`src/rtl/cpu_oci_dct_sequencer.sv`:
```
// cpu_oci_dct_sequencer
// Packs 6-bit CPU trace atoms into 5-atom DCT frames ({dct_count, dct_buffer}).
// Completed frames go to the trace RAM writer over a valid/ready output register.
// The end-of-test drain flushes any partial frame, then reports test_has_ended.
// Optional feature macro: DCT_IDLE_TIMEOUT_EN. When it is defined, a partial frame
// that sees TIMEOUT_CYCLES idle cycles is flushed without waiting for the drain.
module cpu_oci_dct_sequencer #(
    parameter int ADDR_W         = 7,
    parameter int TIMEOUT_CYCLES = 16
) (
    input  logic              clk,
    input  logic              reset_n,
    input  logic              atom_valid,
    input  logic [5:0]        atom_data,
    output logic              atom_ready,
    input  logic              end_req,
    output logic              tw_valid,
    input  logic              tw_ready,
    output logic [33:0]       tw_data,
    output logic [ADDR_W-1:0] tw_addr,
    output logic              tw_wrapped,
    output logic [29:0]       dct_buffer,
    output logic [3:0]        dct_count,
    output logic              test_ending,
    output logic              test_has_ended
);

    typedef enum logic [1:0] {
        COLLECT = 2'd0,
        DRAIN   = 2'd1,
        ENDED   = 2'd2
    } state_e;

    state_e            state_q;
    logic              ending_q;
    logic              ended_q;

    logic [29:0]       buf_q, buf_d;
    logic [3:0]        cnt_q, cnt_d;

    logic              tw_valid_q, tw_valid_d;
    logic [33:0]       tw_data_q, tw_data_d;
    logic [ADDR_W-1:0] tw_addr_q, tw_addr_d;
    logic              wrapped_q, wrapped_d;

    logic              flush_pending;
    logic              frame_full;
    logic              out_free;
    logic              do_transfer;
    logic              handshake;
    logic              accept;

`ifdef DCT_IDLE_TIMEOUT_EN
    localparam int TW = $clog2(TIMEOUT_CYCLES + 1);

    logic [TW-1:0]     idle_q, idle_d;
    logic              timeout_hit;

    assign timeout_hit = (idle_q == TW'(TIMEOUT_CYCLES));
`else
    logic              timeout_unused;

    assign timeout_unused = (TIMEOUT_CYCLES != 0);
`endif

    // A partial frame may leave the buffer while draining, or after an idle timeout when enabled.
    always_comb begin
        flush_pending = 1'b0;
        if (state_q == DRAIN) begin
            flush_pending = 1'b1;
        end
`ifdef DCT_IDLE_TIMEOUT_EN
        else if (state_q == COLLECT) begin
            flush_pending = timeout_hit;
        end
`endif
    end

    assign frame_full  = (cnt_q == 4'd5);
    assign out_free    = !tw_valid_q || tw_ready;
    assign do_transfer = (frame_full || (flush_pending && (cnt_q != 4'd0))) && out_free;
    assign handshake   = tw_valid_q && tw_ready;

    // Gating with reset_n keeps atom_ready low while reset is held.
    assign atom_ready  = reset_n && (state_q == COLLECT) && !frame_full && !do_transfer;
    assign accept      = atom_valid && atom_ready;

    // Packing buffer: a transfer empties it, otherwise an accepted atom lands in the next free slot.
    always_comb begin
        buf_d = buf_q;
        cnt_d = cnt_q;
        if (do_transfer) begin
            buf_d = '0;
            cnt_d = '0;
        end else if (accept) begin
            for (int i = 0; i < 5; i++) begin
                if (cnt_q == 4'(i)) begin
                    buf_d[6*i +: 6] = atom_data;
                end
            end
            cnt_d = cnt_q + 4'd1;
        end
    end

    // Output register: retire the held frame on handshake, then load a new one if a transfer fires.
    always_comb begin
        tw_valid_d = tw_valid_q;
        tw_data_d  = tw_data_q;
        tw_addr_d  = tw_addr_q;
        wrapped_d  = wrapped_q;
        if (handshake) begin
            tw_valid_d = 1'b0;
            tw_addr_d  = tw_addr_q + ADDR_W'(1);
            if (&tw_addr_q) begin
                wrapped_d = 1'b1;
            end
        end
        if (do_transfer) begin
            tw_valid_d = 1'b1;
            tw_data_d  = {cnt_q, buf_q};
        end
    end

    // Datapath registers; reset discards both the partial buffer and any held frame.
    always_ff @(posedge clk or negedge reset_n) begin
        if (!reset_n) begin
            buf_q      <= '0;
            cnt_q      <= '0;
            tw_valid_q <= 1'b0;
            tw_data_q  <= '0;
            tw_addr_q  <= '0;
            wrapped_q  <= 1'b0;
        end else begin
            buf_q      <= buf_d;
            cnt_q      <= cnt_d;
            tw_valid_q <= tw_valid_d;
            tw_data_q  <= tw_data_d;
            tw_addr_q  <= tw_addr_d;
            wrapped_q  <= wrapped_d;
        end
    end

`ifdef DCT_IDLE_TIMEOUT_EN
    // Idle counter: restarts on every accept or transfer, counts while a partial frame sits idle.
    always_comb begin
        idle_d = idle_q;
        if ((state_q != COLLECT) || do_transfer || accept) begin
            idle_d = '0;
        end else if ((cnt_q != 4'd0) && !timeout_hit) begin
            idle_d = idle_q + TW'(1);
        end
    end

    // Idle counter register.
    always_ff @(posedge clk or negedge reset_n) begin
        if (!reset_n) begin
            idle_q <= '0;
        end else begin
            idle_q <= idle_d;
        end
    end
`endif

    // Test-end FSM; ENDED is left only through reset, and the status flags are registered with the state.
    always_ff @(posedge clk or negedge reset_n) begin
        if (!reset_n) begin
            state_q  <= COLLECT;
            ending_q <= 1'b0;
            ended_q  <= 1'b0;
        end else begin
            case (state_q)
                COLLECT: begin
                    if (end_req) begin
                        state_q  <= DRAIN;
                        ending_q <= 1'b1;
                    end
                end
                DRAIN: begin
                    if ((cnt_q == 4'd0) && !tw_valid_q) begin
                        state_q  <= ENDED;
                        ending_q <= 1'b0;
                        ended_q  <= 1'b1;
                    end
                end
                ENDED: begin
                end
                default: begin
                    state_q  <= COLLECT;
                    ending_q <= 1'b0;
                    ended_q  <= 1'b0;
                end
            endcase
        end
    end

    assign tw_valid       = tw_valid_q;
    assign tw_data        = tw_data_q;
    assign tw_addr        = tw_addr_q;
    assign tw_wrapped     = wrapped_q;
    assign dct_buffer     = buf_q;
    assign dct_count      = cnt_q;
    assign test_ending    = ending_q;
    assign test_has_ended = ended_q;

endmodule
```
`config.mk`:
```
export PLATFORM = sky130hd
export DESIGN_NAME = cpu_oci_dct_sequencer
export DESIGN_NICKNAME = d
export VERILOG_FILES = /design/src/rtl/cpu_oci_dct_sequencer.sv
export SDC_FILE = /design/constraint.sdc
export NUM_CORES = 1
export LEC_CHECK = 0
export ABC_AREA = 1
export BUFFER_PORTS_ARGS = -buffer_cell sky130_fd_sc_hd__buf_2
export CAP_MARGIN = 10
export CORE_MARGIN = 8
export CORE_UTILIZATION = 57
export CTS_BUF_LIST = sky130_fd_sc_hd__clkbuf_16
export CTS_CLUSTER_DIAMETER = 200
export CTS_CLUSTER_SIZE = 25
export DETAILED_ROUTE_END_ITERATION = 6
export PLACE_DENSITY = 0.85
export RECOVER_POWER = 100
export SLEW_MARGIN = 30
export SYNTH_ARGS = -nofsm -noshare
export SYNTH_HDL_FRONTEND = slang
export SYNTH_SLANG_ARGS = --single-unit
```
`constraint.sdc`:
```
create_clock -name clk -period 4.2 [get_ports clk]
set_input_delay 0.42 -clock clk [delete_from_list [all_inputs] [get_ports clk]]
set_output_delay 0.42 -clock clk [all_outputs]
set_load 0.01 [all_outputs]
```
After elaboration in Yosys (flattened, before gate mapping)
Cells that the tools add are included.

word-level totals
  bits in registers = 81
  logic and storage cells = 78

cells by class
  reductions and logical operators = 32
  $add $sub $neg = 2
  equal/unequal tests = 9
  multiplexer cells = 20
  bitwise gates (word level) = 2

operator list
  kind                                                 number
  two-way mux 30 bit                                   2
  two-way mux 6 bit                                    5
  nonzero test 2 bit                                   7
  AND reduction 2 bit                                  6
  equality test 4 x 2 -> 1 bit, second input constant  2
  equality test 4 x 3 -> 1 bit, second input constant  2
  logical AND 1 bit                                    8
  two-way mux 4 bit                                    2
  AND reduction 8 bit                                  1
  adder 7 x 1 -> 7 bit, second input constant          1
  two-way mux 1 bit                                    6
  one-hot mux 2 bit (3 select lines)                   1
  adder 4 x 1 -> 4 bit, second input constant          1
  equality test 4 x 1 -> 1 bit, second input constant  1
  logical NOT 4 bit                                    1
  two-way mux 2 bit                                    2
  nonzero test 4 bit                                   1
  logical NOT 1 bit                                    3
  one-hot mux 1 bit (3 select lines)                   1
  AND reduction 3 bit                                  1
  equality test 2 x 1 -> 1 bit, second input constant  1
  equality test 2 bit, second input constant           1
  logical NOT 2 bit                                    1
  logical OR 1 bit                                     2
  other kinds (5)                                      6

Logic depth before layout (Yosys ltp)
Gate-level depths: netlist of run 1.

  depth in word-level cells = 10
  gate-level depth with buffers = 10

Worst setup path before layout of run 1
OpenSTA, ideal clock, no wires.

  path kind = register to register
  from = register cnt_q[0], in the netlist dct_count[0]
  to = register tw_data_q[10], in the netlist tw_data[10]
  data arrival time = 1462 ps
  library setup time = 117 ps
  stages on the path, launching flop included = 11
  path slack = 2621 ps
  cells stage by stage = dfrtp_1 -> inv_1 -> ha_1 -> nand2_2 -> nand2_2 -> nand2_2 -> nand2_4 -> buf_6 -> buf_4 -> nand2_1 -> nand2_1

on the way
  word-level cells in the longest chain between the ends = 4
  elaborated cells between the ends (all ways) = 5
  those cells by class = eq/ne (1); reduce/logical (4)

ends and longest elaborated chain
  element                   RTL line  RTL
  start: declaration        39        logic [3:0] cnt_q, cnt_d;
  start signal: assignment  135       cnt_q <= cnt_d;
  nonzero test 4 bit        81        assign do_transfer = (frame_full || (flush_pending && (cnt_q != 4'd0))) && out_free;
  logical AND 1 bit         81
  logical OR 1 bit *        81
  logical AND 1 bit *       81
  end signal: assignment    137       tw_data_q <= tw_data_d;
  end: declaration          42        logic [33:0] tw_data_q, tw_data_d;

Every way passes the cells marked *; elsewhere a longest branch is shown, timed or not.
A chain may end at the register's enable or synchronous reset.

Worst setup path after layout of run 1
  from = register cnt_q[0], in the netlist dct_count[0]
  to = register buf_q[6], in the netlist dct_buffer[6]

on the way
  word-level cells in the longest chain between the ends = 9
  elaborated cells between the ends (all ways) = 15
  those cells by class = eq/ne (2); mux (1); reduce/logical (12)

ends and longest elaborated chain
  element                               RTL line  RTL
  nonzero test 4 bit                    81
  logical AND 1 bit                     81
  logical OR 1 bit                      81
  logical AND 1 bit                     81
  logical NOT 1 bit                     85        assign atom_ready = reset_n && (state_q == COLLECT) && !frame_full && !do_transfer;
  logical AND 1 bit                     85
  logical AND 1 bit                     86        assign accept = atom_valid && atom_ready;
  nonzero test 2 bit (no source line)   -
  AND reduction 2 bit (no source line)  -
  end signal: assignment                134       buf_q <= buf_d;
  end: declaration                      38        logic [29:0] buf_q, buf_d;

Parallel ways exist; a longest one is shown, timed or not.

==> results of run 1 <==
## stage by stage
step / worst slack, ns / hold WS [ns]
final: 1.190 / 0.3802
after global routing: 0.9709 / 0.3878
after CTS: 1.497 / 0.3807
after detailed placement: 1.532 / 0.4529
after global placement: 1.712 / 0.4504
after floorplan: 2.621 / 0.1244
## metal layers
metal  GRT usage [%]  wire length (um)  vias to the layer above
met5               0                 0                        -
li1                -                 -                     1443
met4           12.22               225                        0
met3           4.048               641                       18
met2           32.44              4418                      110
met1           24.43              3597                     1405
## cell usage in the layout, fill, tap and decap left out, types with 6 or more instances in the layout
master     count
xor2_1         6
nand3_1      106
nand2_1      121
o21ai_0        6
dfrtp_1       81
clkbuf_16      9
buf_2         10
nor2_2         6
clkbuf_1      80
inv_1         17
## flip-flops by register name, summed over array words and instances (netlist names)
signal / count
tw_data: 34
dct_buffer: 30
tw_addr: 7
dct_count: 4
state_q: 2
test_ending: 1
test_has_ended: 1
tw_valid: 1
tw_wrapped: 1
## area by class of cell
| class | instances | area (um2) |
|---|---|---|
| Fill cell | 485 | 1807 |
| Sequential cell | 81 | 2027 |
| Clock inverter | 7 | 56.30 |
| Timing Repair Buffer | 92 | 362.8 |
| Clock buffer | 9 | 225.2 |
| Inverter | 22 | 82.58 |
| Tap cell | 75 | 93.84 |
| Multi-Input combinational cell | 268 | 1301 |
## power groups by stage
stage                     Sequential [mW]  Combinational (mW)  Clock, mW
after floorplan                      1.37               0.553          0
after global placement               1.25                1.03          0
after detailed placement             1.27                1.06          0
after CTS                            1.25                1.07      0.731
after global routing                 1.30                1.10      0.769
final                                1.27               0.974      0.722
## worst max path at each step
| stage | start | end | slack, ns | depth (start not counted) |
|---|---|---|---|---|
| floorplan | dct_count[0]$_DFFE_PN0P_ | tw_data[10]$_DFFE_PN0P_ | 2.62 | 10 |
| global placement | dct_count[1]$_DFFE_PN0P_ | dct_buffer[13]$_DFFE_PN0P_ | 1.71 | 8 |
| detailed placement | dct_count[0]$_DFFE_PN0P_ | dct_buffer[15]$_DFFE_PN0P_ | 1.53 | 8 |
| CTS | dct_count[0]$_DFFE_PN0P_ | dct_buffer[12]$_DFFE_PN0P_ | 1.50 | 8 |
| global route | dct_count[0]$_DFFE_PN0P_ | dct_buffer[13]$_DFFE_PN0P_ | 0.97 | 8 |
| finish | dct_count[0]$_DFFE_PN0P_ | dct_buffer[6]$_DFFE_PN0P_ | 1.19 | 8 |
## kinds of logic (layout without fill, tap and decap cells)
family / count (synthesis) / after routing
AND/OR/NAND/NOR: 245 / 245
flip-flops: 81 / 81
buffers and inverters: 41 / 130
AO/OA/AOI/OAI: 9 / 9
XOR/XNOR: 8 / 8
adder cells (fa/ha/maj): 5 / 5
multiplexers: 1 / 1
## worst min-delay path, cell delays in order
cell and delay [ns]:
buf_2 0.10, nand4_1 0.09, a21oi_1 0.06
==> qor.txt, run 1 <==
Crit start category = flop
Final wirelength = 8882 um
Fin. Hold Viols = 0
Worst reg-to-reg path cell count = 8
R2R Path End = dct_buffer[6]$_DFFE_PN0P_
Clock sink total = 81
Fraction of synthesized area in multiplexers = 0.3186%
I/O Buffers = 90
Tcrit/Tclk final = 71.68%
P_int = 1.756 mW
Critical path class = flop to flop
Top FF cell, synth = dfrtp_1
Combinational family with the most area after synthesis = simple AND/OR/NAND/NOR gates
Die width = 94.75 um
Actual slew at the worst max-slew pin = 1.944 ns
Hold_buf cts = 0
Post-synthesis xor/xnor area fraction = 1.982%
Syn-to-layout area delta = 17.38%
Initial antenna violation count = 0
Worst min path class = input port to flop
Final min period = 3.010 ns
Hold Path End = test_ending$_DFFE_PN0P_
Crit Path Max Fanout = 105
NetSw = 1.207 mW
Cells after DPL = 538
Slew Viols, Final = 82
H-tree depth = 3
Diodes inserted = 0
Layout cells sized above 1 = 9.186%
Post-Syn Nets = 406
Final GP Congestion = 0.8768
Vias in the first global route = 2852
Finished Layout Cells = 554
Synth Area in Compound Gates = 1.345%
Leakage = 2.198 nW
Crit path top cell by count = nand2_1
RSZ-0062 raised after global routing = false
R2r setup slk = 1.19 ns
Clock transition at the registers of the reported paths = 0.06 ns
Total GRT Usage = 20.11%
Longest Clk Path Bufs = 2
# Max-Cap Violations = 1
Skew-Pair Late Insertion Delay = 0.33 ns
Cell Area, Placed = 0.003974 mm2
Avg Cell Area, Syn = 9.063 um2
Boundary pin count = 91
Worst r2r src = dct_count[0]$_DFFE_PN0P_
Yosys reg bits = 81
Post-synthesis simple-gate area fraction = 31.43%
Req. time, crit path = 4.41 ns
Failing checks = capacitance limit, slew limit
Pwr Density = 714.3 mW/mm2
Hold Startpoint = end_req
Final instance area = 0.004149 mm2
Initial Util = 59.35%
Cell taking the most area after synthesis = dfrtp_1
Total gr overflow = 0
Routed via count = 2976
Synthesis warning total = 0
DRC violations left = 0
Arr. time, crit path = 3.22 ns
Setup Fix Bufs, Post-CTS = 0
Nets = 490
Final-report setup violation count = 0
Post_cts resized = 0
Commonest cells post-synth = nand2_1, nand3_1, dfrtp_1
Post-synth EDFFs = 0
Floorplan row count = 28
Comb power frac = 32.9%
Clock power frac = 24.4%
Setup TNS Final = 0 ns
Flop pwr share = 42.8%
Post-synthesis sequential area ratio = 57.35%
Post-synthesis cell count = 390
Area contributors post-synth = dfrtp_1, nand3_1, nand2_1
Yosys cell types = 26
Worst Hold Depth = 3
Maximum VDD drop = 0.3523 mV
Total chip power = 2.964 mW
CTS Buf Count = 9
Largest net degree at the start of global routing = 106
Mapped cell area = 0.003535 mm2
Routed Antenna Nets = 0
Initial DRC count = 243
CP Capture Type = flop
Vias per inst = 5.372
Async SR Flop Fraction = 100.0%
Achievable Freq = 0.3322 GHz
Root Driver = clkbuf_16
Switch share = 40.74%
Outcome = complete, but fails checks
Clock skew = 0.004579 ns
Crit path buf inv count = 1
Crit path cell chain = inv_1 > ha_1 > nand2_1 > nand2_1 > nand2_1 > nand2_8 > nand3_1 > nand2_1
Post-synth top area share = 57.35%
Avg WL per Cell = 16.03 um
CORE AREA = 0.005956 mm2
Die Area = 0.008977 mm2
CTS tree = built
First-pass GRT wire length = 14020 um
Count leader, synth = nand2_1
CP top delay family = simple AND/OR/NAND/NOR gates
Die height = 94.75 um
Synth Area in Adders = 1.770%
Max stage delay on crit path = 0.83 ns
DP HPWL = 6078 um
Pre-Repair DR Iteration Count = 4
Max-slew headroom = -29.61%
Critical-path top delay cell = nand2_1
Fin util = 69.66%
No activity file was read; power rests on OpenSTA's default activity.
==> run 2, diff against run 1 <==
--- a/config.mk
+++ b/config.mk
@@ -9,12 +9,12 @@
 export BUFFER_PORTS_ARGS = -buffer_cell sky130_fd_sc_hd__buf_2
 export CAP_MARGIN = 10
 export CORE_MARGIN = 8
-export CORE_UTILIZATION = 57
+export CORE_UTILIZATION = 47
 export CTS_BUF_LIST = sky130_fd_sc_hd__clkbuf_16
 export CTS_CLUSTER_DIAMETER = 200
 export CTS_CLUSTER_SIZE = 25
 export DETAILED_ROUTE_END_ITERATION = 6
-export PLACE_DENSITY = 0.85
+export PLACE_DENSITY = 0.75
 export RECOVER_POWER = 100
 export SLEW_MARGIN = 30
 export SYNTH_ARGS = -nofsm -noshare
==> constraint.sdc (replaced) <==
create_clock -name clk -period 2.7 [get_ports clk]
set_input_delay 0.27 -clock clk [delete_from_list [all_inputs] [get_ports clk]]
set_output_delay 0.27 -clock clk [all_outputs]
set_load 0.01 [all_outputs]
==> run 2 against run 1 <==
The flow now finishes without violations. Via count up 1.5%. Sequential share of layout area down 0.58 points. Clock skew up 0.0034 ns. Cell area up 1.2%. Routed wire length up 2.4%. Flip-flop and latch count unchanged. Critical path type unchanged. Highest routed layer unchanged.
==> qor.txt, run 2 (synthesis gave the netlist of run 1 again) <==
Slew Viols, Final = 0
Setup TNS Final = 0 ns
R2R Path End = dct_buffer[1]$_DFFE_PN0P_
DRC violations left = 0
Boundary pin count = 91
Fin. Hold Viols = 0
CTS Buf Count = 9
Pre-Repair DR Iteration Count = 4
DP HPWL = 6326 um
Post_cts resized = 0
Area of the multi-input gates = 0.001295 mm2
Final GP Congestion = 0.8463
Root Driver = clkbuf_16
Crit start category = flop
Fill count = 699
Final-report setup violation count = 0
Die height = 102.7 um
Clock skew = 0.007935 ns
Critical path class = flop to flop
Fin util = 57.89%
Storage cell area = 0.002027 mm2
Achievable Freq = 0.4668 GHz
Initial antenna violation count = 0
First-pass GRT wire length = 14650 um
Nets = 494
Initial Util = 48.73%
Vias per inst = 5.192
Die Area = 0.01055 mm2
Final min period = 2.142 ns
Max-slew headroom = 21.72%
Req. time, crit path = 2.97 ns
# Max-Cap Violations = 0
Vias in the first global route = 2996
Initial DRC count = 202
Routed Antenna Nets = 0
H-tree depth = 3
CP Capture Type = flop
Total gr overflow = 0
Worst reg-to-reg path cell count = 9
Layout cells sized above 1 = 9.524%
Actual slew at the worst max-slew pin = 1.174 ns
Longest Clk Path Bufs = 2
Maximum VDD drop = 0.5068 mV
Skew-Pair Late Insertion Delay = 0.34 ns
Avg WL per Cell = 15.63 um
I/O Buffers = 90
R2r setup slk = 0.56 ns
Total chip power = 4.603 mW
Diodes inserted = 0
Floorplan row count = 31
Die width = 102.7 um
Final wirelength = 9094 um
Clock sink total = 81
Total GRT Usage = 18.08%
Worst min path class = input port to flop
Commonest non-fill, non-tap cell in the layout = nand2_1
Largest net degree at the start of global routing = 55
Leakage = 2.219 nW
Clock transition at the registers of the reported paths = 0.06 ns
Arr. time, crit path = 2.41 ns
Commonest non-fill, non-tap cells in the layout = nand2_1, nand3_1, dfrtp_1
Outcome = finished clean
Worst r2r src = dct_count[0]$_DFFE_PN0P_
CORE AREA = 0.007253 mm2
Routed via count = 3022
RSZ-0062 raised after global routing = false
Number of flip-flops under the largest register name = 34
CP startpoint = dct_count[0]$_DFFE_PN0P_
Critical Path Sink = dct_buffer[1]$_DFFE_PN0P_
Tcrit/Tclk final = 79.35%
Pwr Density = 1096 mW/mm2
Syn-to-layout area delta = 18.80%
CTS tree = built
Crit Path Max Fanout = 54
-- run 2: changes by cell type in the layout (fill, tap and decap cells not counted), moves of 2 or more --
cell      before  now
clkinv_2       1    3
clkinv_1       0    2
clkinv_4       2    0
buf_4          1    3
-- run 2: layout make-up --
type | instances | area share [%]
clock inverters | 7 | 0.8939
repair buffers | 96 | 9.714
inverters | 22 | 1.967
well taps | 99 | 2.950
flip-flops and latches | 81 | 48.27
clock buffers | 9 | 5.364
multi-input cells | 268 | 30.84
-- run 2: stage by stage --
step                      std cells  hold WS, ns  area [um2]  worst slack [ns]
final                           582       0.2408        4199            0.5576
after floorplan                 390     -0.02559        3535             1.121
after global placement          564       0.4489        4031            0.8284
after global routing            582       0.2567        4199            0.2746
after CTS                       582       0.2360        4332            0.6334
after detailed placement        565       0.3515        4059            0.7069
-- run 2: worst min-delay path by stage --
stage	start	to	cells after the start
after floorplan	reset_n	dct_buffer[0]$_DFFE_PN0P_	0
after global placement	tw_data[1]$_DFFE_PN0P_	tw_data[1]$_DFFE_PN0P_	2
after detailed placement	reset_n	tw_data[30]$_DFFE_PN0P_	2
after CTS	atom_data[0]	dct_buffer[0]$_DFFE_PN0P_	3
after global routing	atom_data[3]	dct_buffer[3]$_DFFE_PN0P_	3
final	atom_data[0]	dct_buffer[18]$_DFFE_PN0P_	3
-- run 2: what timing repair did --
action / 4_1_cts / 5_1_grt
setup buffers: 0 / 0
endpoints found under the setup margin: 0 / 0
endpoints found under the hold margin: 30 / 0
hold buffers: 1 / 0
-- run 2: worst max-delay path: stages, from the launching register on --
cell     delay [ns]
dfrtp_1        0.45
inv_1          0.14
ha_1           0.19
nand2_1        0.13
nand2_2        0.09
nand2_1        0.10
nand2_4        0.40
buf_12         0.30
nand3_1        0.14
nand2_1        0.10
-- run 2: report_power, final --
group	switching (mW)	internal [mW]	total (mW)
logic	1.06	0.491	1.55
clock network	0.474	0.610	1.08
registers	0.327	1.64	1.97
-- run 2: per-layer routing --
metal	vias to the layer above	GRT usage [%]	wire length (um)
li1	1454	-	-
met1	1456	22.39	3849
met2	93	28.42	4410
met3	19	5.537	638
met4	0	8.126	195
met5	-	0	0
==> run 3, diff against run 2 <==
--- a/config.mk
+++ b/config.mk
@@ -9,12 +9,12 @@
 export BUFFER_PORTS_ARGS = -buffer_cell sky130_fd_sc_hd__buf_2
 export CAP_MARGIN = 10
 export CORE_MARGIN = 8
-export CORE_UTILIZATION = 47
+export CORE_UTILIZATION = 53
 export CTS_BUF_LIST = sky130_fd_sc_hd__clkbuf_16
 export CTS_CLUSTER_DIAMETER = 200
 export CTS_CLUSTER_SIZE = 25
 export DETAILED_ROUTE_END_ITERATION = 6
-export PLACE_DENSITY = 0.75
+export PLACE_DENSITY = 0.8
 export RECOVER_POWER = 100
 export SLEW_MARGIN = 30
 export SYNTH_ARGS = -nofsm -noshare
==> constraint.sdc (replaced) <==
create_clock -name clk -period 2.13 [get_ports clk]
set_input_delay 0.213 -clock clk [delete_from_list [all_inputs] [get_ports clk]]
set_output_delay 0.213 -clock clk [all_outputs]
set_load 0.01 [all_outputs]
==> run 3 against run 2 <==
The run now ends with capacitance limit, slew limit left. Clock power rose by 60%. Sequential share of layout area is 0.60 points lower. Count of clock-buffer cells in the layout is the same. Total power rose by 35%. Cell area increased by 1.3%. Setup slack worse by 0.29 ns. Highest routed layer unchanged. Largest power group unchanged. Die area is 9.6% lower. Register-to-register slack lost 0.23 ns.
==> qor.txt, run 3 (synthesis gave the netlist of run 1 again) <==
Outcome = complete, but fails checks
Failing checks = capacitance limit, slew limit
Pre-Repair DR Iteration Count = 5
Root Driver = clkbuf_16
Final-report setup violation count = 0
DP HPWL = 6155 um
Routed Antenna Nets = 0
Longest Clk Path Bufs = 2
Layout cells sized above 1 = 9.524%
Req. time, crit path = 1.92 ns
Fill count = 558
Max stage delay on crit path = 0.43 ns
Die height = 97.67 um
Tcrit/Tclk final = 87.45%
Commonest non-fill, non-tap cells in the layout = nand2_1, nand3_1, dfrtp_1, clkbuf_1, inv_1
Crit path buf inv count = 3
Achievable Freq = 0.5369 GHz
Routed via count = 3029
Clock sink total = 81
First-pass GRT wire length = 14700 um
Arr. time, crit path = 1.65 ns
Largest net degree at the start of global routing = 82
Die width = 97.67 um
Final min period = 1.863 ns
Skew-Pair Late Insertion Delay = 0.33 ns
H-tree depth = 3
Pwr Density = 1467 mW/mm2
Initial DRC count = 227
Crit path cell chain = inv_1 > ha_1 > inv_1 > nor2_1 > nor2_2 > clkbuf_1
Boundary pin count = 91
Crit start category = flop
Syn-to-layout area delta = 20.28%
Worst min path class = input port to flop
Fin. Hold Viols = 0
CTS tree = built
Avg WL per Cell = 16.10 um
DRC violations left = 0
Clock transition at the registers of the reported paths = 0.06 ns
Vias in the first global route = 2980
RSZ-0062 raised after global routing = false
Commonest non-fill, non-tap cell in the layout = nand2_1
Setup Fix Bufs, Post-CTS = 0
Initial antenna violation count = 0
Initial Util = 55.35%
Max-slew headroom = -16.45%
# Max-Cap Violations = 1
Total GRT Usage = 18.91%
Post_cts resized = 0
Number of flip-flops under the largest register name = 34
Critical-path top delay cell = dfrtp_1
Fin util = 66.58%
Nets = 494
Floorplan row count = 29
Final GP Congestion = 0.8714
CP Capture Type = primary output
Clock skew = 0.005740 ns
CORE AREA = 0.006386 mm2
Final wirelength = 9017 um
Crit path top cell by count = inv_1
Leakage = 2.266 nW
I/O Buffers = 90
CP top delay family = flip-flops
Vias per inst = 5.409
Slew Viols, Final = 82
Maximum VDD drop = 0.7830 mV
Actual slew at the worst max-slew pin = 1.747 ns
Die Area = 0.009538 mm2
Critical path class = flop to primary output
Setup TNS Final = 0 ns
CTS Buf Count = 9
Total gr overflow = 0
Crit Path Max Fanout = 6
Hold_buf cts = 0
Diodes inserted = 0
-- run 3: cell types whose count changed in the layout (fill, tap and decap cells not counted), sizes merged --
cell,change
clkinvlp,-2
buf,+1
clkinv,-3
inv,+2
bufinv,+3
dlygate4sd3,-1
-- run 3: power breakdown --
| group | switching (mW) | internal, mW |
|---|---|---|
| clock network | 0.596 | 1.14 |
| registers | 0.419 | 2.08 |
| logic | 1.35 | 0.654 |
-- run 3: stage by stage --
| step | power (mW) | instances | cell area (um2) | setup slack (ns) | hold WS (ns) |
|---|---|---|---|---|---|
| 3_3_place_gp | 4.587 | 544 | 4031 | 0.4693 | 0.4473 |
| 2_1_floorplan | 3.784 | 390 | 3535 | 0.5514 | -0.08259 |
| 5_1_grt | 6.642 | 560 | 4252 | 0.1342 | 0.2047 |
| 6_report | 6.236 | 560 | 4252 | 0.2674 | 0.1954 |
| 4_1_cts | 6.428 | 560 | 4368 | 0.2584 | 0.1885 |
| 3_5_place_dp | 4.673 | 544 | 4031 | 0.3884 | 0.4526 |
-- run 3: layer usage --
| metal | global-route usage (%) | vias up | part of all wire (%) |
|---|---|---|---|
| met5 | 0 | - | 0 |
| met4 | 9.207 | 0 | 2.1 |
| met3 | 4.908 | 20 | 6.2 |
| met2 | 30.94 | 107 | 50 |
| met1 | 22.53 | 1454 | 41 |
| li1 | - | 1448 | - |
-- run 3: final timing paths --
check | endpoint | from | cells past startpoint | slack, ns
worst max-delay path | atom_ready | dct_count[1]$_DFFE_PN0P_ | 6 | 0.27
worst min-delay path | dct_buffer[10]$_DFFE_PN0P_ | atom_data[4] | 3 | 0.20
worst max register to register | dct_buffer[23]$_DFFE_PN0P_ | dct_count[0]$_DFFE_PN0P_ | 9 | 0.33
worst min register to register | tw_data[29]$_DFFE_PN0P_ | tw_data[29]$_DFFE_PN0P_ | 2 | 0.47
max in group asynchronous | tw_data[5]$_DFFE_PN0P_ | reset_n | 2 | 0.47
min in group asynchronous | test_has_ended$_DFFE_PN0P_ | reset_n | 2 | 0.57
-- run 3: layout make-up --
| type | instances | area (um2) | area share, % |
|---|---|---|---|
| tap | 77 | 96.34 | 2.266 |
| clock buffer | 9 | 225.2 | 5.297 |
| clock inverter | 7 | 111.4 | 2.619 |
| multi-input combinational | 268 | 1292 | 30.40 |
| inverter | 22 | 82.58 | 1.942 |
| sequential | 81 | 2027 | 47.67 |
| timing repair buffer | 96 | 416.7 | 9.800 |
-- run 3: worst reg2reg max path: stages (launching register included) --
cell	delay, ns
dfrtp_1	0.43
inv_1	0.11
ha_1	0.23
nand2_1	0.15
nand2_2	0.07
nand2_1	0.14
nand2_4	0.17
buf_12	0.22
nand3_1	0.11
nand2_1	0.06
